File: src/rtl/mem_interface.sv
// Memory access sequencer in front of the 512 x 32 synchronous RAM.
// Holds MAR/MDR, loads them from the datapath bus while idle, and issues
// one-cycle RAM read/write strobes with a Done pulse per completed access.
//
// state  | meaning
// -------+-----------------------------------------------------------
// IDLE   | waiting; MAR/MDR loads accepted, Read/Write sampled
// RD_REQ | MemRead strobe high; RAM registers data at closing edge
// RD_CAP | RAM data valid on MemDataIn; captured into MDR at closing edge
// WR_REQ | MemWrite strobe high with MAR/MDR presented to RAM
// DONE   | Done pulse; MDRout holds the result of the access
module mem_interface #(
  parameter int ADDR_W = 9,
  parameter int DATA_W = 32
) (
  input  logic              Clock,
  input  logic              Reset_n,
  input  logic [DATA_W-1:0] BusMuxOut,
  input  logic              MARin,
  input  logic              MDRin,
  input  logic              Read,
  input  logic              Write,
  input  logic [DATA_W-1:0] MemDataIn,
  output logic              MemRead,
  output logic              MemWrite,
  output logic [ADDR_W-1:0] MemAddress,
  output logic [DATA_W-1:0] MemDataOut,
  output logic [DATA_W-1:0] MDRout,
  output logic              Busy,
  output logic              Done
);

  typedef enum logic [2:0] {
    IDLE   = 3'd0,
    RD_REQ = 3'd1,
    RD_CAP = 3'd2,
    WR_REQ = 3'd3,
    DONE   = 3'd4
  } state_t;

  state_t            state_q, state_d;
  logic [ADDR_W-1:0] mar_q, mar_d;
  logic [DATA_W-1:0] mdr_q, mdr_d;

  // State and data registers; reset aborts any access in flight.
  always_ff @(posedge Clock or negedge Reset_n) begin
    if (!Reset_n) begin
      state_q <= IDLE;
      mar_q   <= '0;
      mdr_q   <= '0;
    end else begin
      state_q <= state_d;
      mar_q   <= mar_d;
      mdr_q   <= mdr_d;
    end
  end

  // Next-state and register-load decode. Loads are honoured only in IDLE,
  // so a load in the same cycle as a request is seen by that access, and
  // MDRin can never race the read capture in RD_CAP.
  always_comb begin
    state_d = state_q;
    mar_d   = mar_q;
    mdr_d   = mdr_q;
    unique case (state_q)
      IDLE: begin
        if (MARin) mar_d = BusMuxOut[ADDR_W-1:0];
        if (MDRin) mdr_d = BusMuxOut;
        // Read wins over a simultaneous Write; the write is dropped.
        if (Read)       state_d = RD_REQ;
        else if (Write) state_d = WR_REQ;
      end
      RD_REQ: state_d = RD_CAP;
      RD_CAP: begin
        mdr_d   = MemDataIn;
        state_d = DONE;
      end
      WR_REQ: state_d = DONE;
      DONE:   state_d = IDLE;
      default: state_d = IDLE;
    endcase
  end

  // Moore outputs decoded purely from registered state, so strobes are clean.
  always_comb begin
    MemRead    = (state_q == RD_REQ);
    MemWrite   = (state_q == WR_REQ);
    Busy       = (state_q != IDLE);
    Done       = (state_q == DONE);
    MemAddress = mar_q;
    MemDataOut = mdr_q;
    MDRout     = mdr_q;
  end

endmodule
File: config.mk
export PLATFORM = sky130hd
export DESIGN_NAME = mem_interface
export DESIGN_NICKNAME = d
export VERILOG_FILES = /design/src/rtl/mem_interface.sv
export SDC_FILE = /design/constraint.sdc
export NUM_CORES = 1
export LEC_CHECK = 0
export ABC_AREA = 1
export BUFFER_PORTS_ARGS = -buffer_cell sky130_fd_sc_hd__buf_4
export CORE_MARGIN = 2
export CORE_UTILIZATION = 47
export CTS_CLUSTER_SIZE = 20
export DETAILED_ROUTE_END_ITERATION = 7
export PLACE_DENSITY = 0.93
export SYNTH_ARGS = -nofsm -noshare
export SYNTH_HDL_FRONTEND = slang
export SYNTH_SLANG_ARGS = --single-unit
File: constraint.sdc
create_clock -name Clock -period 1.79 [get_ports Clock]
set_input_delay 0.358 -clock Clock [delete_from_list [all_inputs] [get_ports Clock]]
set_output_delay 0.358 -clock Clock [all_outputs]
set_load 0.005 [all_outputs]
* Word-level counts from Yosys, hierarchy flattened *
Index checks and enable logic that the tools add are counted.

operators by class
  muxes and demuxes = 5
  reduce and logical (&&, ||, !) cells = 6
  equal/unequal tests = 6

operators with widths
  cell                  number
  $pmux W32 S2          1
  $mux W32              1
  $pmux W3 S3           1
  $eq A3 B2 Y1 const B  2
  $mux W3               2
  $reduce_and A2 Y1     2
  $eq A3 B1 Y1 const B  1
  $eq A3 B3 Y1 const B  1
  $logic_not A3 Y1      1
  $ne A3 B3 Y1 const B  1
  $reduce_bool A3 Y1    1
  $ne A2 B2 Y1 const B  1
  $reduce_bool A2 Y1    1
  $reduce_or A2 Y1      1

word-level totals
  bits of input ports = 70
  output and inout bits = 77
  register bits after elaboration = 44
  logic and storage cells = 20

* Longest topological paths before layout *
Gate-level depths: netlist of the first run.

  depth after elaboration = 3
  depth in mapped cells = 8
  gate-level depth less buffers = 6

* Worst setup path after synthesis of the first run *
No wires, ideal clock.

  kind = register to output
  from = register state_q[1]
  to = output MemWrite
  setup slack = 543 ps
  data arrival time = 889 ps
  buffers on the path = 2
  data required time = 1432 ps
  cell stages (with the launch flop) = 5
  path through = dfrtp_1 > buf_4 > buf_2 > inv_1 > nor3_1

on the way
  cells in the longest elaborated chain, start to end = 1

ends and longest elaborated chain
  item                      line  source
  start: declaration        41    state_t state_q, state_d;
  start signal: assignment  52    state_q <= state_d;
  $eq A3 B2 Y1              87    MemWrite = (state_q == WR_REQ);
  end: declaration          25    output logic MemWrite,

Every way passes these cells.

* Worst setup path in the final report of the first run *
  from = register state_q[2]
  to = output Done

on the way
  cells in the longest elaborated chain, start to end = 1

ends and longest elaborated chain
  item              line  source
  $eq A3 B3 Y1      89    Done = (state_q == DONE);
  end: declaration  30    output logic Done

Every way passes these cells.

==> results.cfg, run 1 <==
[sta]
tightest_slew_ns = 0.5438
tns_ns = 0
fin_ws_ns = 0.08434
min_period_ns = 1.706
clock_skew_ns = 0.004776
slew-limit-headroom = 0.6374
grt_setup_unrepaired = false
fin_crit_sh = 0.9529
max_freq_mhz = 586.3
final_max_slew_viol_count = 0
finalSetupViolCount = 0
final_hold_viol_count = 0

[grt]
antenna_found_initial = 0
grt_pass1_vias = 2611
gr-total-overflow = 0
grt_max_degree = 51
grt_pass1_wl_um = 12100
grt_use_total = 0.2440

[synthesis]
synth_seq_area_share = 0.4356
synth_edf_count = 0
ys_ff_latch = 44
synth_cell_types = 19
netlist_instances = 339
yosysWarnings = 0
ys_async_sr_fraction = 1.000
syn_area_per_cell_um2 = 7.456
synth.net_count = 409
synth_flop_cell = dfrtp_1
synth_area_mm2 = 0.002527

[pwr]
ir_worst_vdd_v = 0.0009183
seq_power_share = 0.303
switchingPower_mw = 2.589
power.density_mw_per_mm2 = 1761
power.leakage_nw = 2.043
comb_power_share = 0.573
pwr-share-clk = 0.124
internal_power_mw = 3.716
switching_share = 0.4106

[drt]
num_vias = 2675
ant_nets = 0
drt-total-wl_um = 7186
drc = 0
first_pass_iters = 4
drt-initial-drc-count = 106
viasPerCell = 5.154
wire_per_inst_um = 13.85

[clock_tree]
htreeDepth = 2
clk_pin_slew_worst_paths_ns = 0.08
max-clock-path-buffers = 2
cts_root_buf = clkbuf_8
cts_buffers = 5
cts_num_sinks = 44
clock_latency_ns = 0.29
cts_tree = done

[cells_and_area]
design_area_mm2 = 0.003581
final_common_cell = buf_4
n_fill_cell = 446
area_growth_pct = 41.68
nets = 518
num_antenna_cells = 0
mostFrequentLayoutCells = buf_4, nand2_1, dfrtp_1
drive_gt1_frac = 0.3942

[setup_path]
r2r-start = state_q[1]
cp_slowest_cell = dfrtp_1
rr_worst_depth = 7
worstSetupPathType = reg2out
r2r-end = MDRout[24]
reg2reg_slack_ns = 0.30
path_delay_family = flip-flops
cp_data_arrival_time_ns = 1.35
startpoint_type = flop
end_kind = output port
cp_slowest_stage_delay_ns = 0.45
crit_fanout = 33
crit_buf_inv = 3
path_cells = inv_2 > buf_6 > nor3_2 > buf_4
cp.required_ns = 1.43

[placement]
port_buffers = 146
dpl.hpwl_um = 5265
gp_congestion = 0.8030
post-place-ws_ns = 0.2849
postPlaceCellArea_mm2 = 0.003421

[floorplan]
core_mm2 = 0.005140
dieHeight_um = 77.33
initial_core_util = 0.4917
core.rowCount = 26
die_x_um = 77.33
io_pins = 147
dieArea_mm2 = 0.005980

[worst_hold_path]
hold_class = in2async

[flow_run]
drv_cap = 0

[status]
status = finished, final reports clean
## final cells by class
class,instances,area (um^2),share of cell area
flip-flops and latches,44,1104,0.3082
clock inverters,2,38.79,0.01083
clock buffers,6,82.58,0.02306
well taps,70,87.58,0.02446
multi-input cells,233,1041,0.2907
repair buffers,158,1202,0.3358
inverters,6,25.02,0.006988
## worst reg2reg max path, delay by kind of cell, from the launching register on
family | cells | cell delay [ns]
flip-flops | 1 | 0.44
AND/OR/NAND/NOR | 5 | 0.41
buffers and inverters | 2 | 0.58
## flip-flops by register name (all words and copies together) (netlist names)
| register | flops |
|---|---|
| MDRout | 32 |
| MemAddress | 9 |
| state_q | 3 |
## how the worst max path moves through the flow
stage,from,end,slack [ns],cells past startpoint
2_1_floorplan,state_q[1],MemWrite,0.54,4
3_3_place_gp,state_q[1],Busy,0.36,3
3_5_place_dp,state_q[2],Done,0.28,4
4_1_cts,state_q[0],MemRead,0.02,4
5_1_grt,state_q[2],Busy,0.03,3
6_report,state_q[2],Done,0.08,4
## Yosys cell counts (2+ instances only)
master      n  area share
inv_2       2      0.0030
nor3_1      3      0.0059
inv_1       3      0.0045
dfrtp_1    44        0.44
nand4_1    32       0.079
a21oi_1     2      0.0040
o21ai_0    10       0.020
buf_4      39        0.12
nand3_1    32       0.063
buf_2       5      0.0099
nor2_2      2      0.0049
nand2_1   147        0.22
clkbuf_1   10       0.015
nand3_2     2      0.0079
nor2_1      2      0.0030
## power by group through the flow
stage          logic, mW  clock network (mW)  registers (mW)
6_report            3.61               0.781            1.91
5_1_grt             4.03               0.848            1.98
3_3_place_gp        3.44                   0            1.89
3_5_place_dp        3.56                   0            1.92
4_1_cts             3.57               0.804            1.92
2_1_floorplan       2.26                   0            1.85
## routing by layer
layer / part of all wire / up-vias / GRT usage
met5: 0 / - / 0
met4: 0.0061 / 0 / 0.06071
met3: 0.074 / 6 / 0.04419
met2: 0.52 / 123 / 0.4322
met1: 0.40 / 1255 / 0.3089
li1: - / 1291 / -
## timing repair
item	CTS	global route
setup endpoints to repair	3	4
hold buffers	0	0
gates resized for setup	3	3
setup buffers	0	3
cloned	0	0
## stage by stage
stage,total power [mW],hold slack [ns],utilization,instances
2_1_floorplan,4.111,0.06241,-,339
3_3_place_gp,5.332,0.3793,0.6655,508
3_5_place_dp,5.482,0.3806,0.6655,508
4_1_cts,6.296,0.06287,0.6908,516
5_1_grt,6.860,0.08349,0.6967,519
6_report,6.306,0.05061,0.6967,519
## logic make-up (layout without fill, tap and decap cells)
kind of cell	Yosys count	after routing	synth area share
and+or+nand+nor	221	221	0.3851
DFF	44	44	0.4356
buffers and inverters	62	172	0.1554
AOI/OAI and AO/OA	12	12	0.02376
(Power assumes the default switching activity.)
==> run 2: changes to the inputs <==
BUFFER_PORTS_ARGS = not set   (was -buffer_cell sky130_fd_sc_hd__buf_4)
CORE_UTILIZATION = 64   (was 47)
DONT_BUFFER_PORTS = 1   (was not set)
PLACE_DENSITY = 0.88   (was 0.93)
==> run 2 against run 1 <==
Flip-flop and latch count unchanged. Combinational power shrank 40%. Maximum frequency is 2.5% higher. Highest routed layer unchanged. Clock-buffer cell count rose by 2. Non-clock buffer count down 145. Core utilization fell by 4.1 points.
==> results.cfg, run 2 (synthesized netlist as in run 1, its figures left out) <==
[sta]
slew-limit-headroom = 0.7217
hold_ws_ns = 0.1862
tightest_slew_ns = 0.4175
finalSetupViolCount = 0
fin_crit_sh = 0.9297
final_hold_viol_count = 0
min_period_ns = 1.664
clock_skew_ns = 0.007164
final_max_slew_viol_count = 0
tns_ns = 0
max_freq_mhz = 600.9
grt_setup_unrepaired = false

[cells_and_area]
largest_reg_flops = 32
final_cells = 352
area_growth_pct = -3.663
nets = 373
mostFrequentLayoutCells = nand2_1, dfrtp_1, nand4_1, nand3_1
final_common_cell = nand2_1
n_fill_cell = 330
drive_gt1_frac = 0.08553
fin_util = 0.6552
num_antenna_cells = 0

[setup_path]
crit_fanout = 15
end_kind = output port
cp_data_arrival_time_ns = 1.31
cp.required_ns = 1.43
worstSetupPathType = reg2out
crit_start = state_q[0]
rr_worst_depth = 7
path_cells = inv_2 > buf_4 > nor3_1
startpoint_type = flop
reg2reg_slack_ns = 0.27
cp_slowest_stage_delay_ns = 0.38
r2r-start = state_q[2]
cp_slowest_cell = dfrtp_1
r2r-end = MDRout[3]

[worst_hold_path]
hold_class = in2reg
holdCritStartpoint = BusMuxOut[7]
holdPathEnd = MemAddress[7]
holdPathStages = 2

[placement]
gp_congestion = 0.7304
port_buffers = 0
placed_cells = 342
dpl.hpwl_um = 4002

[floorplan]
core.rowCount = 22
dieHeight_um = 66.84
initial_core_util = 0.6801
die_x_um = 66.84
core_mm2 = 0.003716
dieArea_mm2 = 0.004468
io_pins = 147

[grt]
grt_use_total = 0.2778
gr-total-overflow = 0
grt_pass1_vias = 2075
grt_max_degree = 45
grt_pass1_wl_um = 9321
antenna_found_initial = 0

[pwr]
power_mw = 4.798
power.leakage_nw = 1.317
power.density_mw_per_mm2 = 1970
ir_worst_vdd_v = 0.0008634

[drt]
first_pass_iters = 4
viasPerCell = 5.878
ant_nets = 0
num_vias = 2069
wire_per_inst_um = 16.23
drt-initial-drc-count = 55
drc = 0
drt-total-wl_um = 5713

[status]
status = finished, final reports clean

[clock_tree]
clock_latency_ns = 0.29
cts_num_sinks = 44
cts_buffers = 5
htreeDepth = 2
cts_root_buf = clkbuf_8
max-clock-path-buffers = 2
clk_pin_slew_worst_paths_ns = 0.07
cts_tree = done

[flow_run]
drv_cap = 0
## run 2: power by group
part,total [mW],switching [mW],internal (mW)
clock network,0.626,0.311,0.315
registers,2.02,0.533,1.49
logic,2.15,1.42,0.731
## run 2: how the worst max path moves through the flow
stage / to / slack, ns / depth (start not counted)
global placement: MDRout[7] / 0.36 / 7
global route: MemWrite / 0.01 / 3
detailed placement: MDRout[5] / 0.30 / 7
finish: MemWrite / 0.13 / 3
floorplan: MemWrite / 0.54 / 4
CTS: Busy / 0.02 / 3
## run 2: area by class of cell
class                           instances  area, um^2  area share
Timing Repair Buffer                   13       125.1     0.05139
Inverter                                6       22.52    0.009250
Tap cell                               48       60.06     0.02467
Sequential cell                        44        1101      0.4522
Multi-Input combinational cell        233        1036      0.4255
Clock buffer                            8       90.09     0.03700
## run 2: repair_timing
| item | CTS | global route |
|---|---|---|
| setup buffers | 0 | 0 |
| endpoints found under the setup margin | 0 | 1 |
| hold buffers | 2 | 0 |
| endpoints found under the hold margin | 44 | 0 |
| resized for setup | 0 | 1 |
## run 2: critical path: cells and delay by family, from the launching register on
kind | cells | cell delay, ns
flip-flops | 1 | 0.38
buffers and inverters | 2 | 0.35
AND/OR/NAND/NOR | 1 | 0.28
## run 2: routing by layer
layer	vias to the layer above	routed length [um]	track usage
met5	-	0	0
met4	0	139	0.1199
met3	14	578	0.1081
met2	101	2720	0.4438
met1	953	2274	0.3322
li1	1001	-	-
## run 2: stage by stage
| step | setup WS (ns) | instance area [um^2] |
|---|---|---|
| after floorplan | 0.5430 | 2527 |
| after global placement | 0.3572 | 2312 |
| after detailed placement | 0.2990 | 2312 |
| after CTS | 0.01899 | 2432 |
| after global routing | 0.01364 | 2435 |
| final | 0.1258 | 2435 |
